**src/rtl/jtag_chain_sequencer_if.sv**
```systemverilog
// Command/response bundle between a bus master and the JTAG chain sequencer.
interface jtag_chain_sequencer_if #(parameter int MAX_LEN = 32);
   logic               cmd_valid;
   logic               cmd_ready;
   logic [1:0]         cmd_op;
   logic [5:0]         cmd_len;
   logic [MAX_LEN-1:0] cmd_data;
   logic               rsp_valid;
   logic [MAX_LEN-1:0] rsp_data;
   logic               rsp_err;

   modport master (output cmd_valid, cmd_op, cmd_len, cmd_data,
                   input  cmd_ready, rsp_valid, rsp_data, rsp_err);
   modport slave  (input  cmd_valid, cmd_op, cmd_len, cmd_data,
                   output cmd_ready, rsp_valid, rsp_data, rsp_err);
endinterface

```
**src/rtl/jtag_chain_sequencer.sv**
```systemverilog
// JTAG host: turns TAP-reset / IR / DR / run-idle commands into TCK/TMS/TDI
// sequences, captures TDO while shifting, and always parks the TAP in RTI.
module jtag_chain_sequencer #(
   parameter int MAX_LEN = 32,
   parameter int CLK_DIV = 2
) (
   input  logic                   clk,
   input  logic                   reset,
   jtag_chain_sequencer_if.slave  bus,
   output logic                   TCK,
   output logic                   TMS,
   output logic                   TDI,
   output logic                   TRST,
   input  logic                   TDO
);
   localparam int CW = $clog2(MAX_LEN + 1);
   localparam int IW = (MAX_LEN > 1) ? $clog2(MAX_LEN) : 1;
   localparam int DW = (CLK_DIV > 1) ? $clog2(CLK_DIV) : 1;

   typedef enum logic [2:0] {IDLE, TLR, PRE, SHIFT, POST, RUN, RSP} state_t;

   state_t             state, state_n;
   logic [5:0]         step, step_n;
   logic [CW-1:0]      bit_cnt, bit_n;
   logic [1:0]         op, op_v;
   logic [5:0]         len, len_v;
   logic [MAX_LEN-1:0] data, data_v, cap;
   logic [DW-1:0]      div_cnt;
   logic               init_done, accept, tick, pend, load, in_tck;
   logic               tms_n, tdi_n, bad_len;

   assign bus.cmd_ready = (state == IDLE) && init_done;
   assign bus.rsp_valid = (state == RSP);
   assign accept  = bus.cmd_valid && bus.cmd_ready;
   assign in_tck  = state inside {TLR, PRE, SHIFT, POST, RUN};
   assign tick    = (div_cnt == DW'(CLK_DIV - 1));
   assign pend    = in_tck && tick && TCK;   // last clk of a TCK high phase
   assign bad_len = (bus.cmd_len == 6'd0) || (int'(bus.cmd_len) > MAX_LEN);

   // While accepting, the first TCK's TMS/TDI must come from the bus fields
   assign op_v   = (state == IDLE) ? bus.cmd_op   : op;
   assign len_v  = (state == IDLE) ? bus.cmd_len  : len;
   assign data_v = (state == IDLE) ? bus.cmd_data : data;

   always_comb begin
      state_n = state;
      step_n  = step;
      bit_n   = bit_cnt;
      load    = 1'b0;
      case (state)
         IDLE: begin
            step_n = '0;
            bit_n  = '0;
            if (accept) begin
               case (bus.cmd_op)
                  2'b00:   state_n = TLR;
                  2'b11:   state_n = (bus.cmd_len == 6'd0) ? RSP : RUN;
                  default: state_n = bad_len ? RSP : PRE;
               endcase
            end else if (!init_done && TRST) begin
               state_n = TLR;
            end
            load = (state_n != IDLE) && (state_n != RSP);
         end
         TLR: if (pend) begin
            if (step == 6'd5) state_n = RSP;
            else begin step_n = step + 6'd1; load = 1'b1; end
         end
         PRE: if (pend) begin
            load = 1'b1;
            if (step == ((op == 2'b01) ? 6'd3 : 6'd2)) begin
               state_n = SHIFT;
               bit_n   = '0;
            end else step_n = step + 6'd1;
         end
         SHIFT: if (pend) begin
            load = 1'b1;
            if (int'(bit_cnt) == int'(len) - 1) begin
               state_n = POST;
               step_n  = '0;
            end else bit_n = bit_cnt + CW'(1);
         end
         POST: if (pend) begin
            if (step == 6'd1) state_n = RSP;
            else begin step_n = step + 6'd1; load = 1'b1; end
         end
         RUN: if (pend) begin
            if (step == len - 6'd1) state_n = RSP;
            else begin step_n = step + 6'd1; load = 1'b1; end
         end
         RSP:     state_n = IDLE;
         default: state_n = IDLE;
      endcase

      // TMS/TDI for the TCK period that starts on this edge
      tms_n = 1'b0;
      tdi_n = 1'b0;
      case (state_n)
         TLR:   tms_n = (step_n != 6'd5);
         PRE:   tms_n = (op_v == 2'b01) ? (step_n < 6'd2) : (step_n == 6'd0);
         SHIFT: begin
            tms_n = (int'(bit_n) == int'(len_v) - 1);
            tdi_n = data_v[bit_n[IW-1:0]];
         end
         POST:  tms_n = (step_n == 6'd0);
         default: ;
      endcase
   end

   always_ff @(posedge clk or negedge reset) begin
      if (!reset) begin
         state        <= IDLE;
         step         <= '0;
         bit_cnt      <= '0;
         op           <= '0;
         len          <= '0;
         data         <= '0;
         cap          <= '0;
         div_cnt      <= '0;
         init_done    <= 1'b0;
         TCK          <= 1'b0;
         TMS          <= 1'b1;
         TDI          <= 1'b0;
         TRST         <= 1'b0;
         bus.rsp_data <= '0;
         bus.rsp_err  <= 1'b0;
      end else begin
         state   <= state_n;
         step    <= step_n;
         bit_cnt <= bit_n;
         TRST    <= 1'b1;
         if (accept) begin
            op   <= bus.cmd_op;
            len  <= bus.cmd_len;
            data <= bus.cmd_data;
            cap  <= '0;
         end
         if (load) begin
            TMS <= tms_n;
            TDI <= tdi_n;
         end
         if (in_tck) begin
            div_cnt <= tick ? '0 : div_cnt + DW'(1);
            if (tick) TCK <= ~TCK;
            // TDO sampled on the clk edge that raises TCK
            if (tick && !TCK && state == SHIFT) cap[bit_cnt[IW-1:0]] <= TDO;
         end else begin
            div_cnt <= '0;
            TCK     <= 1'b0;
         end
         if (state == RSP) init_done <= 1'b1;
         if (state_n == RSP && state != RSP) begin
            if (state == IDLE) begin
               bus.rsp_data <= '0;
               bus.rsp_err  <= bus.cmd_op[0] ^ bus.cmd_op[1];
            end else begin
               bus.rsp_data <= cap;
               bus.rsp_err  <= 1'b0;
            end
         end
      end
   end
endmodule

```
**src/flat_wrapper.sv**
```systemverilog
// flat-port wrapper written by rule: the top's interface ports become plain ports
module jtag_chain_sequencer_flat 
#(
   parameter int MAX_LEN = 32,
   parameter int CLK_DIV = 2
)
  (clk, reset, TCK, TMS, TDI, TRST, TDO, bus_cmd_valid, bus_cmd_op, bus_cmd_len, bus_cmd_data, bus_cmd_ready, bus_rsp_valid, bus_rsp_data, bus_rsp_err);
  jtag_chain_sequencer_if #(.MAX_LEN(MAX_LEN)) bus_i ();
  input  logic clk;
  input  logic reset;
  output logic TCK;
  output logic TMS;
  output logic TDI;
  output logic TRST;
  input  logic TDO;
  input wire logic [$bits(bus_i.cmd_valid)-1:0] bus_cmd_valid;
  input wire logic [$bits(bus_i.cmd_op)-1:0] bus_cmd_op;
  input wire logic [$bits(bus_i.cmd_len)-1:0] bus_cmd_len;
  input wire logic [$bits(bus_i.cmd_data)-1:0] bus_cmd_data;
  output wire logic [$bits(bus_i.cmd_ready)-1:0] bus_cmd_ready;
  output wire logic [$bits(bus_i.rsp_valid)-1:0] bus_rsp_valid;
  output wire logic [$bits(bus_i.rsp_data)-1:0] bus_rsp_data;
  output wire logic [$bits(bus_i.rsp_err)-1:0] bus_rsp_err;
  assign bus_i.cmd_valid = bus_cmd_valid;
  assign bus_i.cmd_op = bus_cmd_op;
  assign bus_i.cmd_len = bus_cmd_len;
  assign bus_i.cmd_data = bus_cmd_data;
  assign bus_cmd_ready = bus_i.cmd_ready;
  assign bus_rsp_valid = bus_i.rsp_valid;
  assign bus_rsp_data = bus_i.rsp_data;
  assign bus_rsp_err = bus_i.rsp_err;
  jtag_chain_sequencer #(.MAX_LEN(MAX_LEN), .CLK_DIV(CLK_DIV)) u_core (.clk(clk), .reset(reset), .bus(bus_i), .TCK(TCK), .TMS(TMS), .TDI(TDI), .TRST(TRST), .TDO(TDO));
endmodule
```
**config.mk**
```make
export PLATFORM = sky130hd
export DESIGN_NAME = jtag_chain_sequencer_flat
export DESIGN_NICKNAME = d
export VERILOG_FILES = /design/src/rtl/jtag_chain_sequencer_if.sv /design/src/rtl/jtag_chain_sequencer.sv /design/src/flat_wrapper.sv
export SDC_FILE = /design/constraint.sdc
export NUM_CORES = 1
export LEC_CHECK = 0
export BUFFER_PORTS_ARGS = -buffer_cell sky130_fd_sc_hd__buf_4
export CORE_UTILIZATION = 45
export CTS_BUF_LIST = sky130_fd_sc_hd__clkbuf_16
export DETAILED_ROUTE_END_ITERATION = 10
export SYNTH_ARGS = -nofsm -noshare
export SYNTH_HDL_FRONTEND = slang
export SYNTH_SLANG_ARGS = --single-unit
```
**constraint.sdc**
```tcl
create_clock -name clk -period 4.15 [get_ports clk]
set_clock_uncertainty 0.05 [all_clocks]
set_input_delay 0.415 -clock clk [delete_from_list [all_inputs] [get_ports clk]]
set_output_delay 0.415 -clock clk [all_outputs]
set_load 0.02 [all_outputs]
```
==> flow_summary.html <==
<table>
<tr><th>Metric</th><th>Value</th></tr>
<tr><th colspan="2">Status</th></tr>
<tr><td>Status</td><td>finished clean</td></tr>
<tr><th colspan="2">STA</th></tr>
<tr><td>Number of hold violations in the final report</td><td>0</td></tr>
<tr><td>Number of max-slew violations in the final report</td><td>0</td></tr>
<tr><td>Final worst path period need</td><td>3.71 ns</td></tr>
<tr><td>Worst rel slew slack</td><td>between 30% and 40%</td></tr>
<tr><td>Fin Hold WS</td><td>0.111 ns</td></tr>
<tr><td>Worst Max-Slew Pin Slew</td><td>0.980 ns</td></tr>
<tr><td>Fin crit share</td><td>slightly below 90%</td></tr>
<tr><td>Max Clock Freq</td><td>between 200 and 300 MHz</td></tr>
<tr><td>RSZ-0062 raised after global routing</td><td>no</td></tr>
<tr><td>Setup ws final</td><td>between 0.4 and 0.5 ns</td></tr>
<tr><td>Setup-violating endpoint count in the final report</td><td>0</td></tr>
<tr><td>Setup TNS Final</td><td>0 ns</td></tr>
<tr><th colspan="2">Power and ir drop</th></tr>
<tr><td>Combinational cell fraction of total power</td><td>32.3%</td></tr>
<tr><td>Worst vdd ir</td><td>~0.29 mV</td></tr>
<tr><td>Part of the power in registers</td><td>about a third</td></tr>
<tr><td>PwrDens</td><td>541 mW/mm^2</td></tr>
<tr><td>Internal power component</td><td>approximately 3000 uW</td></tr>
<tr><td>Clk pwr share</td><td>between 30% and 40%</td></tr>
<tr><td>Net Sw Frac</td><td>approximately a third</td></tr>
<tr><td>Leakage power summed over all cells</td><td>0.00394 uW</td></tr>
<tr><td>Net switching power of the design</td><td>roughly 1600 uW</td></tr>
<tr><th colspan="2">Clock network</th></tr>
<tr><td>Clock tree from TritonCTS</td><td>yes</td></tr>
<tr><td>H-tree level count</td><td>4</td></tr>
<tr><td>Cts hold-fix bufs</td><td>0</td></tr>
<tr><td>Clock transition at the register clock pins on the worst setup and hold paths after CTS</td><td>about 0.06 ns</td></tr>
<tr><td>Source-to-sink clock delay at the later pin of the worst-skew pair</td><td>between 0.4 and 0.5 ns</td></tr>
<tr><td>Number of buffers on the longest clock path</td><td>2</td></tr>
<tr><td>Setup Fix Bufs, Post-CTS</td><td>0</td></tr>
<tr><td>CTS-repair resized insts</td><td>0</td></tr>
<tr><td>Buffer type at the clock tree root</td><td>sky130_fd_sc_hd__clkbuf_16</td></tr>
<tr><td>CTS sink count</td><td>between 100 and 150</td></tr>
<tr><td>Num CTS Buffers</td><td>17</td></tr>
<tr><th colspan="2">Synthesis</th></tr>
<tr><td>Post-synthesis net count</td><td>792</td></tr>
<tr><td>Number of enable flip-flop cells after synthesis</td><td>0</td></tr>
<tr><td>Count of mapped cells out of synthesis</td><td>738</td></tr>
<tr><td>Main synth FF type</td><td>sky130_fd_sc_hd__dfrtp_1</td></tr>
<tr><td>Count of warnings emitted by yosys</td><td>0</td></tr>
<tr><td>Number of flip-flops and latches in the synthesized netlist</td><td>approximately 130</td></tr>
<tr><td>Distinct cell type count after synthesis</td><td>75</td></tr>
<tr><td>Per-instance average area after synthesis</td><td>~9.5 sq um</td></tr>
<tr><td>Async set-reset flop share out of synthesis</td><td>100%</td></tr>
<tr><td>Sequential fraction of the synthesis area</td><td>between 40 and 50%</td></tr>
<tr><td>Synthesized cell area</td><td>between 0.006 and 0.007 sq mm</td></tr>
<tr><th colspan="2">Routing</th></tr>
<tr><td>Post-route DRC</td><td>0</td></tr>
<tr><td>Routed len/inst</td><td>about 18 um</td></tr>
<tr><td>Wire length reported by the detailed router</td><td>~18000 um</td></tr>
<tr><td>Vias after detailed routing</td><td>5777</td></tr>
<tr><td>Antenna Nets Post-Route</td><td>0</td></tr>
<tr><td>Drt pass-1 iters</td><td>5</td></tr>
<tr><td>Iteration-0 DRC count of the detailed router</td><td>around 490</td></tr>
<tr><td>Detail-routed via count per cell</td><td>between 5 and 6</td></tr>
<tr><th colspan="2">Worst hold path</th></tr>
<tr><td>Worst hold path class</td><td>in -&gt; async</td></tr>
<tr><th colspan="2">Placement</th></tr>
<tr><td>Number of placed cells counting well taps</td><td>983</td></tr>
<tr><td>Detail Placement HPWL</td><td>between 10000 and 15000 um</td></tr>
<tr><td>Worst setup slack before clock tree synthesis</td><td>0.452 ns</td></tr>
<tr><td>Placer congestion estimate</td><td>around 0.95</td></tr>
<tr><td>Buffers added on ports</td><td>82</td></tr>
<tr><th colspan="2">Setup path</th></tr>
<tr><td>Data arrival time of the critical path</td><td>around 4 ns</td></tr>
<tr><td>Kind of start point of the critical path</td><td>register</td></tr>
<tr><td>Maximum fanout along the worst path</td><td>13</td></tr>
<tr><td>Critical Path Sink Type</td><td>register</td></tr>
<tr><td>Req. time, crit path</td><td>about 4.5 ns</td></tr>
<tr><td>Critical path type</td><td>reg -&gt; reg</td></tr>
<tr><th colspan="2">Global routing</th></tr>
<tr><td>First-pass GRT wire length</td><td>roughly 30000 um</td></tr>
<tr><td>Total routing resource utilization after global routing</td><td>23.6%</td></tr>
<tr><td>Global route overflow</td><td>0</td></tr>
<tr><td>Pin count of the biggest net entering global routing</td><td>76</td></tr>
<tr><td>Antenna violations before repair</td><td>0</td></tr>
<tr><td>Via count of the first global-routing pass</td><td>between 5000 and 6000</td></tr>
<tr><th colspan="2">Layout</th></tr>
<tr><td>Area growth from synthesis to final layout</td><td>20.9%</td></tr>
<tr><td>Final core area utilization</td><td>approximately 56%</td></tr>
<tr><td>Layout cell share with drive strength beyond 1</td><td>about 24%</td></tr>
<tr><td>Final nets</td><td>just under 900</td></tr>
<tr><td>Total inserted antenna cells</td><td>0</td></tr>
<tr><td>Post-Layout Cell Count</td><td>just over 1000</td></tr>
<tr><th colspan="2">Die</th></tr>
<tr><td>Initial Utilization</td><td>46.0%</td></tr>
<tr><td>Total die area</td><td>between 0.015 and 0.02 sq mm</td></tr>
<tr><td>Num ports</td><td>83</td></tr>
<tr><td>Height of the chip</td><td>~130 um</td></tr>
<tr><td>Die extent in x</td><td>127 um</td></tr>
<tr><td>Area of the core</td><td>around 0.015 sq mm</td></tr>
<tr><td>Std-Cell Rows</td><td>45</td></tr>
<tr><th colspan="2">Job</th></tr>
<tr><td>Max Cap Viol</td><td>0</td></tr>
</table>
==> power by group through the flow <==
stage	Clock, uW	Combinational, uW	Sequential (uW)
floorplan	0	1050	1480
global placement	0	1470	1510
detailed placement	0	1460	1510
CTS	1630	1470	1490
global route	1680	1620	1510
finish	1610	1480	1490
==> cell type report <==
| type | count | area [sq um] |
|---|---|---|
| fill | 1333 | 6750 |
| multi-input combinational | 549 | 3570 |
| sequential | 126 | 3150 |
| timing repair buffer | 104 | 793 |
| clock buffer | 17 | 425 |
| tap | 188 | 235 |
| clock inverter | 15 | 210 |
| inverter | 16 | 60.1 |
==> worst max-delay path, stage by stage, from the launching register on <==
cell and delay (ns):
sky130_fd_sc_hd__dfrtp_1 0.47, sky130_fd_sc_hd__inv_1 0.10, sky130_fd_sc_hd__ha_1 0.27, sky130_fd_sc_hd__maj3_1 0.36, sky130_fd_sc_hd__o2bb2ai_1 0.26, sky130_fd_sc_hd__a31oi_4 0.19
sky130_fd_sc_hd__o21bai_1 0.23, sky130_fd_sc_hd__a22o_1 0.63, sky130_fd_sc_hd__buf_4 0.29, sky130_fd_sc_hd__mux2i_1 0.09, sky130_fd_sc_hd__a221oi_1 0.30, sky130_fd_sc_hd__a21oi_1 0.11
sky130_fd_sc_hd__o22a_1 0.20, sky130_fd_sc_hd__nand3_1 0.08
==> stage by stage <==
step / area (sq um) / total power (uW)
after global placement: 7820 / 2970
after detailed placement: 7820 / 2970
after global routing: 8450 / 4810
after floorplan: 6990 / 2520
after CTS: 8450 / 4590
final: 8450 / 4580
==> cells in the final DEF, fill, tap and decap left out, types with 13 or more instances in the layout <==
master,instances
sky130_fd_sc_hd__buf_4,103
sky130_fd_sc_hd__nand2_1,128
sky130_fd_sc_hd__nand3_1,30
sky130_fd_sc_hd__o21ai_0,62
sky130_fd_sc_hd__mux2_2,38
sky130_fd_sc_hd__clkbuf_16,17
sky130_fd_sc_hd__a21oi_1,24
sky130_fd_sc_hd__nor3_1,13
sky130_fd_sc_hd__nor2_1,44
sky130_fd_sc_hd__o31ai_1,13
sky130_fd_sc_hd__inv_1,16
sky130_fd_sc_hd__mux2i_1,21
sky130_fd_sc_hd__dfrtp_1,125
sky130_fd_sc_hd__xnor2_1,13
==> routing by layer <==
metal	track usage (%)	part of all wire (%)	vias up
met5	0	0	-
li1	-	-	2788
met2	37.8	46	168
met3	4.51	4.7	30
met1	31.6	47	2791
met4	9.28	2.0	0
==> synth_stat cells (all sizes together), types with 3 or more instances <==
| cell | count | area (sq um) |
|---|---|---|
| nand2 | 128 | 480 |
| dfrtp | 125 | 3130 |
| o21ai | 65 | 333 |
| nor2 | 44 | 165 |
| mux2 | 38 | 428 |
| nand3 | 31 | 155 |
| clkbuf | 30 | 113 |
| a21oi | 24 | 120 |
| mux2i | 21 | 210 |
| buf | 17 | 100 |
| inv | 16 | 60.1 |
| nor3 | 15 | 80.1 |
| o31ai | 13 | 97.6 |
| xnor2 | 13 | 114 |
| o211ai | 12 | 90.1 |
| and2 | 11 | 68.8 |
| xor2 | 11 | 96.3 |
| ha | 10 | 125 |
| a31oi | 9 | 71.3 |
| a31o | 8 | 70.1 |
| nor3b | 8 | 65.1 |
| a221oi | 6 | 58.8 |
| nand2b | 6 | 37.5 |
| a21o | 5 | 37.5 |
| nand4 | 5 | 31.3 |
| and3 | 4 | 25.0 |
| nand3b | 4 | 30.0 |
| nor2b | 4 | 25.0 |
| or3 | 4 | 30.0 |
| a211oi | 3 | 22.5 |
| o32a | 3 | 31.3 |
| xnor3 | 3 | 67.6 |
==> kinds of logic after synthesis <==
family / count (synthesis) / share of synthesized area [%]
AO/OA/AOI/OAI: 178 / 17.2
XOR/XNOR: 28 / 4.31
adder cells (fa/ha/maj): 11 / 1.93
buffers and inverters: 63 / 3.90
flip-flops: 126 / 45.1
multiplexers: 59 / 9.13
other: 1 / 0.0537
AND/OR/NAND/NOR: 272 / 18.3
==> sequential cells by signal, indices dropped and copies added (netlist names), 2 cells and up <==
name and count:
u_core.bus.rsp_data 32, u_core.cap 32, u_core.data 32, u_core.bit_cnt 6, u_core.len 6, u_core.step 6, u_core.state 3, u_core.op 2
==> final timing paths <==
check | from | end | slack [ns] | cells after the start
worst max-delay path | u_core.len[0] | u_core.TDI | 0.44 | 13
worst min-delay path | reset | u_core.bus.rsp_data[21] | 0.11 | 1
worst max register to register | u_core.len[0] | u_core.TDI | 0.44 | 13
worst min register to register | u_core.bus.rsp_data[29] | u_core.bus.rsp_data[29] | 0.42 | 2
max in group asynchronous | reset | u_core.len[3] | 3.12 | 2
min in group clk | bus_cmd_data[8] | u_core.data[8] | 0.17 | 2
Note: power is estimated with default switching activity, not from simulation.
